===== src/rtl/spi_bridge_if.sv =====
// SPI pin and decoder-side byte signals of the PWM register access bridge.
// The bridge uses the slave modport; the SPI master and decoder side uses the master modport.
interface spi_bridge_if;
  logic       sclk;
  logic       cs_n;
  logic       mosi;
  logic       miso;
  logic       byte_sync;
  logic [7:0] data_in;
  logic [7:0] data_out;

  modport slave (
    input  sclk, cs_n, mosi, data_out,
    output miso, byte_sync, data_in
  );

  modport master (
    output sclk, cs_n, mosi, data_out,
    input  miso, byte_sync, data_in
  );
endinterface


===== src/rtl/spi_bridge.sv =====
// SPI mode-0 slave front end: oversamples sclk/cs_n/mosi in the clk domain,
// assembles MSB-first bytes for the decoder and shifts data_out back out on miso.
module spi_bridge #(
  parameter int SYNC_STAGES = 2
) (
  input  logic         clk,
  input  logic         rst_n,
  spi_bridge_if.slave  bus
);

  typedef enum logic {
    IDLE,
    ACTIVE
  } state_e;

  logic [SYNC_STAGES-1:0] sclk_sync_q;
  logic [SYNC_STAGES-1:0] cs_sync_q;
  logic [SYNC_STAGES-1:0] mosi_sync_q;
  logic                   sclk_d_q;

  logic sync_sclk;
  logic sync_cs_n;
  logic sync_mosi;
  logic rise;
  logic fall;

  state_e      state_q,     state_d;
  logic [2:0]  bit_cnt_q,   bit_cnt_d;
  logic [6:0]  rx_shift_q,  rx_shift_d;
  logic [7:0]  tx_shift_q,  tx_shift_d;
  logic [7:0]  data_in_q,   data_in_d;
  logic        byte_sync_q, byte_sync_d;
  logic        miso_q,      miso_d;

  // cs_n chain resets high so the bridge starts out deselected.
  // NOTE: sequential state uses non-blocking (<=) so every flop samples pre-edge values.
  always_ff @(posedge clk or negedge rst_n) begin
    if (!rst_n) begin
      sclk_sync_q <= '0;
      cs_sync_q   <= '1;
      mosi_sync_q <= '0;
      sclk_d_q    <= 1'b0;
    end else begin
      sclk_sync_q <= {sclk_sync_q[SYNC_STAGES-2:0], bus.sclk};
      cs_sync_q   <= {cs_sync_q[SYNC_STAGES-2:0],   bus.cs_n};
      mosi_sync_q <= {mosi_sync_q[SYNC_STAGES-2:0], bus.mosi};
      sclk_d_q    <= sclk_sync_q[SYNC_STAGES-1];
    end
  end

  assign sync_sclk = sclk_sync_q[SYNC_STAGES-1];
  assign sync_cs_n = cs_sync_q[SYNC_STAGES-1];
  assign sync_mosi = mosi_sync_q[SYNC_STAGES-1];
  assign rise      =  sync_sclk & ~sclk_d_q;
  assign fall      = ~sync_sclk &  sclk_d_q;

  always_ff @(posedge clk or negedge rst_n) begin
    if (!rst_n) begin
      state_q     <= IDLE;
      bit_cnt_q   <= 3'd0;
      rx_shift_q  <= 7'd0;
      tx_shift_q  <= 8'd0;
      data_in_q   <= 8'd0;
      byte_sync_q <= 1'b0;
      miso_q      <= 1'b0;
    end else begin
      state_q     <= state_d;
      bit_cnt_q   <= bit_cnt_d;
      rx_shift_q  <= rx_shift_d;
      tx_shift_q  <= tx_shift_d;
      data_in_q   <= data_in_d;
      byte_sync_q <= byte_sync_d;
      miso_q      <= miso_d;
    end
  end

  // NOTE: every variable gets a default first so no path can infer a latch.
  always_comb begin
    state_d     = state_q;
    bit_cnt_d   = bit_cnt_q;
    rx_shift_d  = rx_shift_q;
    tx_shift_d  = tx_shift_q;
    data_in_d   = data_in_q;
    byte_sync_d = 1'b0;
    miso_d      = sync_cs_n ? 1'b0 : tx_shift_q[7];

    unique case (state_q)
      IDLE: begin
        bit_cnt_d  = 3'd0;
        tx_shift_d = bus.data_out;
        if (!sync_cs_n) state_d = ACTIVE;
      end
      ACTIVE: begin
        // A deassert seen together with an edge drops the edge and any partial byte.
        if (sync_cs_n) begin
          state_d   = IDLE;
          bit_cnt_d = 3'd0;
        end else begin
          if (rise) begin
            rx_shift_d = {rx_shift_q[5:0], sync_mosi};
            bit_cnt_d  = bit_cnt_q + 3'd1;
            if (bit_cnt_q == 3'd7) begin
              data_in_d   = {rx_shift_q, sync_mosi};
              byte_sync_d = 1'b1;
            end
          end else if (bit_cnt_q == 3'd0) begin
            // Reload window stays open until the first rise so a late data_out is caught.
            tx_shift_d = bus.data_out;
          end
          if (fall && bit_cnt_q != 3'd0) tx_shift_d = {tx_shift_q[6:0], 1'b0};
        end
      end
      default: state_d = IDLE;
    endcase
  end

  assign bus.miso      = miso_q;
  assign bus.byte_sync = byte_sync_q;
  assign bus.data_in   = data_in_q;

endmodule


===== src/flat_wrapper.sv =====
// flat-port wrapper written by rule: the top's interface ports become plain ports
module spi_bridge_flat 
#(
  parameter int SYNC_STAGES = 2
)
  (clk, rst_n, bus_sclk, bus_cs_n, bus_mosi, bus_data_out, bus_miso, bus_byte_sync, bus_data_in);
  spi_bridge_if bus_i ();
  input  logic clk;
  input  logic rst_n;
  input wire logic [$bits(bus_i.sclk)-1:0] bus_sclk;
  input wire logic [$bits(bus_i.cs_n)-1:0] bus_cs_n;
  input wire logic [$bits(bus_i.mosi)-1:0] bus_mosi;
  input wire logic [$bits(bus_i.data_out)-1:0] bus_data_out;
  output wire logic [$bits(bus_i.miso)-1:0] bus_miso;
  output wire logic [$bits(bus_i.byte_sync)-1:0] bus_byte_sync;
  output wire logic [$bits(bus_i.data_in)-1:0] bus_data_in;
  assign bus_i.sclk = bus_sclk;
  assign bus_i.cs_n = bus_cs_n;
  assign bus_i.mosi = bus_mosi;
  assign bus_i.data_out = bus_data_out;
  assign bus_miso = bus_i.miso;
  assign bus_byte_sync = bus_i.byte_sync;
  assign bus_data_in = bus_i.data_in;
  spi_bridge #(.SYNC_STAGES(SYNC_STAGES)) u_core (.clk(clk), .rst_n(rst_n), .bus(bus_i));
endmodule

===== config.mk =====
export PLATFORM = sky130hd
export DESIGN_NAME = spi_bridge_flat
export DESIGN_NICKNAME = d
export VERILOG_FILES = /design/src/rtl/spi_bridge_if.sv /design/src/rtl/spi_bridge.sv /design/src/flat_wrapper.sv
export SDC_FILE = /design/constraint.sdc
export NUM_CORES = 1
export LEC_CHECK = 0
export ABC_CLOCK_PERIOD_IN_PS = 2570
export BUFFER_PORTS_ARGS = -buffer_cell sky130_fd_sc_hd__buf_2
export CAP_MARGIN = 20
export CORE_UTILIZATION = 35
export CTS_CLUSTER_DIAMETER = 120
export DETAILED_ROUTE_END_ITERATION = 10
export PLACE_DENSITY = 0.55
export SLEW_MARGIN = 15
export SYNTH_ARGS = -nofsm -noshare
export SYNTH_HDL_FRONTEND = slang
export SYNTH_SLANG_ARGS = --single-unit

===== constraint.sdc =====
create_clock -name clk -period 2.57 [get_ports clk]
set_input_delay 0.771 -clock clk [delete_from_list [all_inputs] [get_ports clk]]
set_output_delay 0.771 -clock clk [all_outputs]
set_load 0.02 [all_outputs]

==> results of run 1 <==
-- power by group through the flow --
stage / combinational, mW / clock (mW) / sequential, mW
final: 0.0985 / 0.403 / 0.654
after detailed placement: 0.102 / 0 / 0.665
after global placement: 0.0979 / 0 / 0.663
after floorplan: 0.0743 / 0 / 0.654
after CTS: 0.101 / 0.422 / 0.655
after global routing: 0.112 / 0.445 / 0.664
-- final cells by class --
| type | count | area (um2) |
|---|---|---|
| Inverter | 5 | 18.8 |
| Clock buffer | 8 | 90.1 |
| Tap cell | 50 | 62.6 |
| Timing Repair Buffer | 22 | 110 |
| Fill cell | 372 | 2320 |
| Multi-Input combinational cell | 50 | 556 |
| Sequential cell | 36 | 903 |
-- cells by family after synthesis --
kind of cell	after synthesis
compound gates	3
mux	32
buf+inv	6
fa+ha+maj	3
simple gates	11
flops	36
xor+xnor	1
-- cell usage after synthesis --
library cell  instances  area share
a21oi_4               1       0.011
a31oi_4               1       0.014
and2b_2               1      0.0058
buf_12                1       0.013
dfrtp_1              34        0.57
dfstp_2               2       0.035
ha_1                  3       0.025
inv_1                 5       0.013
mux2_2               30        0.23
mux2i_1               2       0.013
nand2_2               1      0.0042
nand2b_4              2       0.018
nand3b_2              1      0.0075
nor2_1                3      0.0075
nor2_8                1       0.013
nor2b_1               2      0.0084
o21ai_4               1       0.011
xnor2_1               1      0.0058
-- through the flow --
step	std cells	hold slack [ps]	setup slack (ps)	utilization	area (um2)
finish	171	353	837	0.429	1740
floorplan	92	331	952	-	1500
global placement	163	337	881	0.407	1650
CTS	171	356	811	0.429	1740
global route	171	357	735	0.429	1740
detailed placement	163	340	821	0.407	1650
-- layer usage --
| layer | vias to the layer above | routed length [um] | global-route usage |
|---|---|---|---|
| met5 | - | 0 | 0 |
| met4 | 0 | 33 | 0.0718 |
| met3 | 5 | 90 | 0.0557 |
| met2 | 11 | 1070 | 0.179 |
| met1 | 391 | 946 | 0.153 |
| li1 | 370 | - | - |
-- final timing paths --
kind,slack (ps),start,end,cells after the start
setup / recovery,840,u_core.bit_cnt_q[0]$_DFFE_PN0P_,u_core.tx_shift_q[6]$_DFFE_PN0P_,5
hold / removal,350,u_core.mosi_sync_q[0]$_DFF_PN0_,u_core.mosi_sync_q[1]$_DFF_PN0_,0
setup reg to reg,840,u_core.bit_cnt_q[0]$_DFFE_PN0P_,u_core.tx_shift_q[6]$_DFFE_PN0P_,5
hold reg to reg,350,u_core.mosi_sync_q[0]$_DFF_PN0_,u_core.mosi_sync_q[1]$_DFF_PN0_,0
max in group asynchronous,1530,rst_n,u_core.bus.byte_sync$_DFF_PN0_,1
min in group asynchronous,550,rst_n,u_core.tx_shift_q[3]$_DFFE_PN0P_,1
-- worst max-delay path: stages (launching register included) --
cell and delay (ps):
dfrtp_1 360, inv_1 70, ha_1 270, a21oi_4 300
mux2_2 370, mux2_2 260
-- sequential cells by signal, summed over array words and instances (netlist names) --
signal and flops:
u_core.bit_cnt_q 3, u_core.bus.byte_sync 1, u_core.bus.data_in 8, u_core.bus.miso 1, u_core.cs_sync_q 2, u_core.mosi_sync_q 2
u_core.rx_shift_q 7, u_core.sclk_d_q 1, u_core.sclk_sync_q 2, u_core.state_q 1, u_core.tx_shift_q 8
==> run summary, run 1 <==
Port-buffer cells: 22
Switching pwr: 0.259 mW
Fin crit period: 1730 ps
XOR/XNOR Fraction of Synth Area: 0.00585
Crit path kind: reg2reg
Seq/Total Area, Yosys: 0.603
Pre-antenna DRT Iters: 4
Rel. slew slack: 0.495
FMAX: 577 MHz
Lkg Pwr: 0.869 nW
Power share of the combinational group: 0.085
Yosys warnings: 0
Layout Nets: 136
CP Data Required Time: 2740 ps
CTS buffer count: 5
Synthesized area per cell: 16.3 um2
Layout cells sized above 1: 0.570
Final setup fails: 0
Worst-path fanout max: 8
Largest net degree at the start of global routing: 37
Startpoint types: flop
Post-synthesis cell type count: 18
Tcrit/Tclk final: 0.674
Final-report max-slew violation count: 0
# IOs: 23
Post-CTS Setup Inserts: 0
Pint: 0.896 mW
Die Y: 67.4 um
Power per cell area: 664 nW/um2
Post-synthesis adder-cell area fraction: 0.0251
Hold_buf cts: 0
Final wirelength: 2140 um
CP endpoint kind: flop
Complex-gate fraction of the synthesized area: 0.0359
GRT Resource Usage Total: 0.124
Vias in the first global route: 825
Initial DRC Count: 16
Most frequent cells in the layout: dfrtp_1, mux2_2, buf_2
Synth Register Bits: 36
First-pass GRT wire length: 3880 um
Worst-Skew Late Latency: 280 ps
Drt wl/cell: 12.5 um
Seq pwr share: 0.566
CTS tree: yes
DRC: 0
Gpl congestion: 0.716
CP arrival: 1900 ps
Area delta synth->final: 16.2%
GR Overflow Total: 0
Die W: 67.4 um
Max-Cap Viols: 0
Total Power: 1.16 mW
Synth Area in Simple Gates: 0.0652
Initial core utilization: 0.369
Type of the worst min-delay path: reg2reg
CTS Root Cell: clkbuf_8
Largest family of logic cells by synthesized area: multiplexers
Clk buf depth: 2
Core area: 4060 um2
Status: finished, final reports clean
H-tree lvl count: 2
Peak supply drop: 277 uV
Setup TNS Final: 0 ps
Initial antenna violation count: 0
Ant diodes: 0
Sw frac: 0.224
Post-synthesis mux area share: 0.239
Vias after detailed routing: 777
Post-Syn Instances: 92
Post-cts resize count: 0
Hold Violations, Final: 0
Clock sink count: 36
RSZ-0062 raised after global routing: no
Post-synth net total: 108
Commonest non-fill, non-tap cell in the layout: dfrtp_1
Mapped Area: 1500 um2
Clock transition at path regs: 70 ps
Detailed Place HPWL: 1530 um
# rows: 23
Die area: 4540 um2
Slew @ Worst Pin: 757 ps
Clock Power Share: 0.349
Vias/cell: 4.54
Setup Skew: 8.25 ps
Antenna Nets Post-Route: 0
No activity file was read; power rests on OpenSTA's default activity.
==> inputs of run 2 (changes only) <==
ABC_CLOCK_PERIOD_IN_PS = 1580   (was 2570)
PLACE_DENSITY = 0.57   (was 0.55)
clock period = 1.58 ns   (was 2.57 ns; I/O delays follow)
==> run 2 against run 1 <==
  * Register-to-register slack got worse by 810 ps
  * Largest power group unchanged
  * Die area unchanged
  * Non-clock buffer count grew 12
  * Hold slack lost 240 ps
  * First-iteration DRC count fell by 56%
  * Largest cell class unchanged
  * Global-route usage increased by 0.15 points
  * Critical path type unchanged
  * Highest routed layer unchanged
  * Setup slack lost 810 ps
  * Sequential cell count is the same
  * Final area rose by 12%
  * Sequential power increased by 62%
  * Maximum frequency rose by 11%
  * Routed wire length increased by 7.1%
==> run summary, run 2 (synthesis results as in run 1) <==
CTS Root Cell: clkbuf_8
Commonest non-fill, non-tap cell in the layout: dfrtp_1
CP Data Required Time: 1750 ps
Placed instance area: 1730 um2
Wl on met1: 1060 um
Area delta synth->final: 30.4%
Multi-input combinational cell area: 619 um2
Clock Power Share: 0.381
DRC: 0
Initial antenna violation count: 0
Hold_buf cts: 0
Worst path bufs/invs: 2
Crit path kind: reg2reg
Clock transition at path regs: 70 ps
Finished Layout Cells: 183
# IOs: 23
FMAX: 643 MHz
Crit-path leading delay family: multiplexers
Most frequent cells in the layout: dfrtp_1, buf_2, mux2_2
Seq pwr share: 0.517
Lkg Pwr: 1.01 nW
Largest net degree at the start of global routing: 21
CP arrival: 1720 ps
Power share of the combinational group: 0.102
Slowest-stage cell, CP: dfrtp_1
CTS tree: yes
Fill cells: 347
Final-report max-slew violation count: 0
GR Overflow Total: 0
Worst path depth: 6
Die area: 4540 um2
Drt wl/cell: 12.5 um
Setup Skew: 7.17 ps
H-tree lvl count: 2
Peak supply drop: 879 uV
Die W: 67.4 um
Worst path max stage delay: 370 ps
GRT Resource Usage Total: 0.126
Clk buf depth: 2
Rel. slew slack: 0.716
Startpoint types: flop
Routed met2 length: 1080 um
Worst-Skew Late Latency: 290 ps
Pre-antenna DRT Iters: 2
Final Hold Slack: 114 ps
Pint: 1.61 mW
Met3 Wirelength: 84 um
Final wirelength: 2290 um
First-pass GRT wire length: 3960 um
Fin area: 1950 um2
Antenna Nets Post-Route: 0
Highest routed layer: met4
Gpl congestion: 0.681
# rows: 23
Power per cell area: 1050 nW/um2
CTS buffer count: 5
Vias after detailed routing: 825
Layout Nets: 148
Register area: 903 um2
CP cell instances: inv_2 > ha_4 > a21oi_4 > buf_12 > mux2_4 > mux2_4
Switching pwr: 0.443 mW
Port-buffer cells: 22
Vias/cell: 4.51
RSZ-0062 raised after global routing: yes
Final setup fails: 0
Tcrit/Tclk final: 0.984
CP dominant cell by count: mux2_4
Initial core utilization: 0.369
Vias in the first global route: 871
Detailed Place HPWL: 1580 um
Dpl cells: 171
Slew @ Worst Pin: 426 ps
Layout cells sized above 1: 0.639
Reg2Reg Depth: 6
Core area: 4060 um2
Initial DRC Count: 7
Max-Cap Viols: 0
Sw frac: 0.216
Setup TNS Final: 0 ps
Status: finished, final reports clean
CP endpoint kind: flop
Ant diodes: 0
Worst-path fanout max: 8
Type of the worst min-delay path: in2async
Fin crit period: 1550 ps
Hold Violations, Final: 0
Die Y: 67.4 um
Clock sink count: 36
## run 2: cell count changes in the layout (fill, tap and decap cells not counted), sizes merged
cell / before / now
buf: 22 / 34
clkinv: 0 / 1
clkbuf: 8 / 6
bufinv: 0 / 1
## run 2: final cells by class
cell class              instances  area share
clock buffers                   6      0.0372
inverters                       5     0.00961
multi-input cells              50       0.317
well taps                      50      0.0320
clock inverters                 2      0.0179
flip-flops and latches         36       0.463
repair buffers                 34       0.124
## run 2: what timing repair did
item / 4_1_cts / 5_1_grt
gates resized for setup: 8 / 8
setup buffers: 3 / 1
pin swaps: 2 / 3
endpoints found under the setup margin: 7 / 8
## run 2: power groups by stage
stage | Sequential, mW | Clock, mW | Combinational [mW]
detailed placement | 1.08 | 0 | 0.184
finish | 1.06 | 0.781 | 0.209
floorplan | 1.06 | 0 | 0.121
global route | 1.08 | 0.851 | 0.230
global placement | 1.07 | 0 | 0.178
CTS | 1.06 | 0.811 | 0.193
## run 2: final timing paths
path,start,to,slack (ps)
max in group asynchronous,rst_n,u_core.bus.data_in[6]$_DFFE_PN0P_,990
min in group clk,bus_cs_n,u_core.cs_sync_q[0]$_DFF_PN1_,280
max,u_core.bit_cnt_q[0]$_DFFE_PN0P_,u_core.tx_shift_q[5]$_DFFE_PN0P_,30
min,rst_n,u_core.state_q$_DFF_PN0_,110
min reg2reg,u_core.sclk_sync_q[0]$_DFF_PN0_,u_core.sclk_sync_q[1]$_DFF_PN0_,350
max reg2reg,u_core.bit_cnt_q[0]$_DFFE_PN0P_,u_core.tx_shift_q[5]$_DFFE_PN0P_,30
## run 2: layer usage
metal	GRT usage	vias up
met1	0.153	412
met4	0.0878	0
met5	0	-
li1	-	393
met3	0.0456	9
met2	0.184	11
## run 2: stage by stage
stage          power [mW]  utilization  worst slack, ps
6_report             2.05        0.481             25.2
3_5_place_dp         1.26        0.425            -45.6
5_1_grt              2.16        0.481            -38.5
2_1_floorplan        1.18            -             10.5
3_3_place_gp         1.25        0.425            -18.1
4_1_cts              2.06        0.468            -12.8
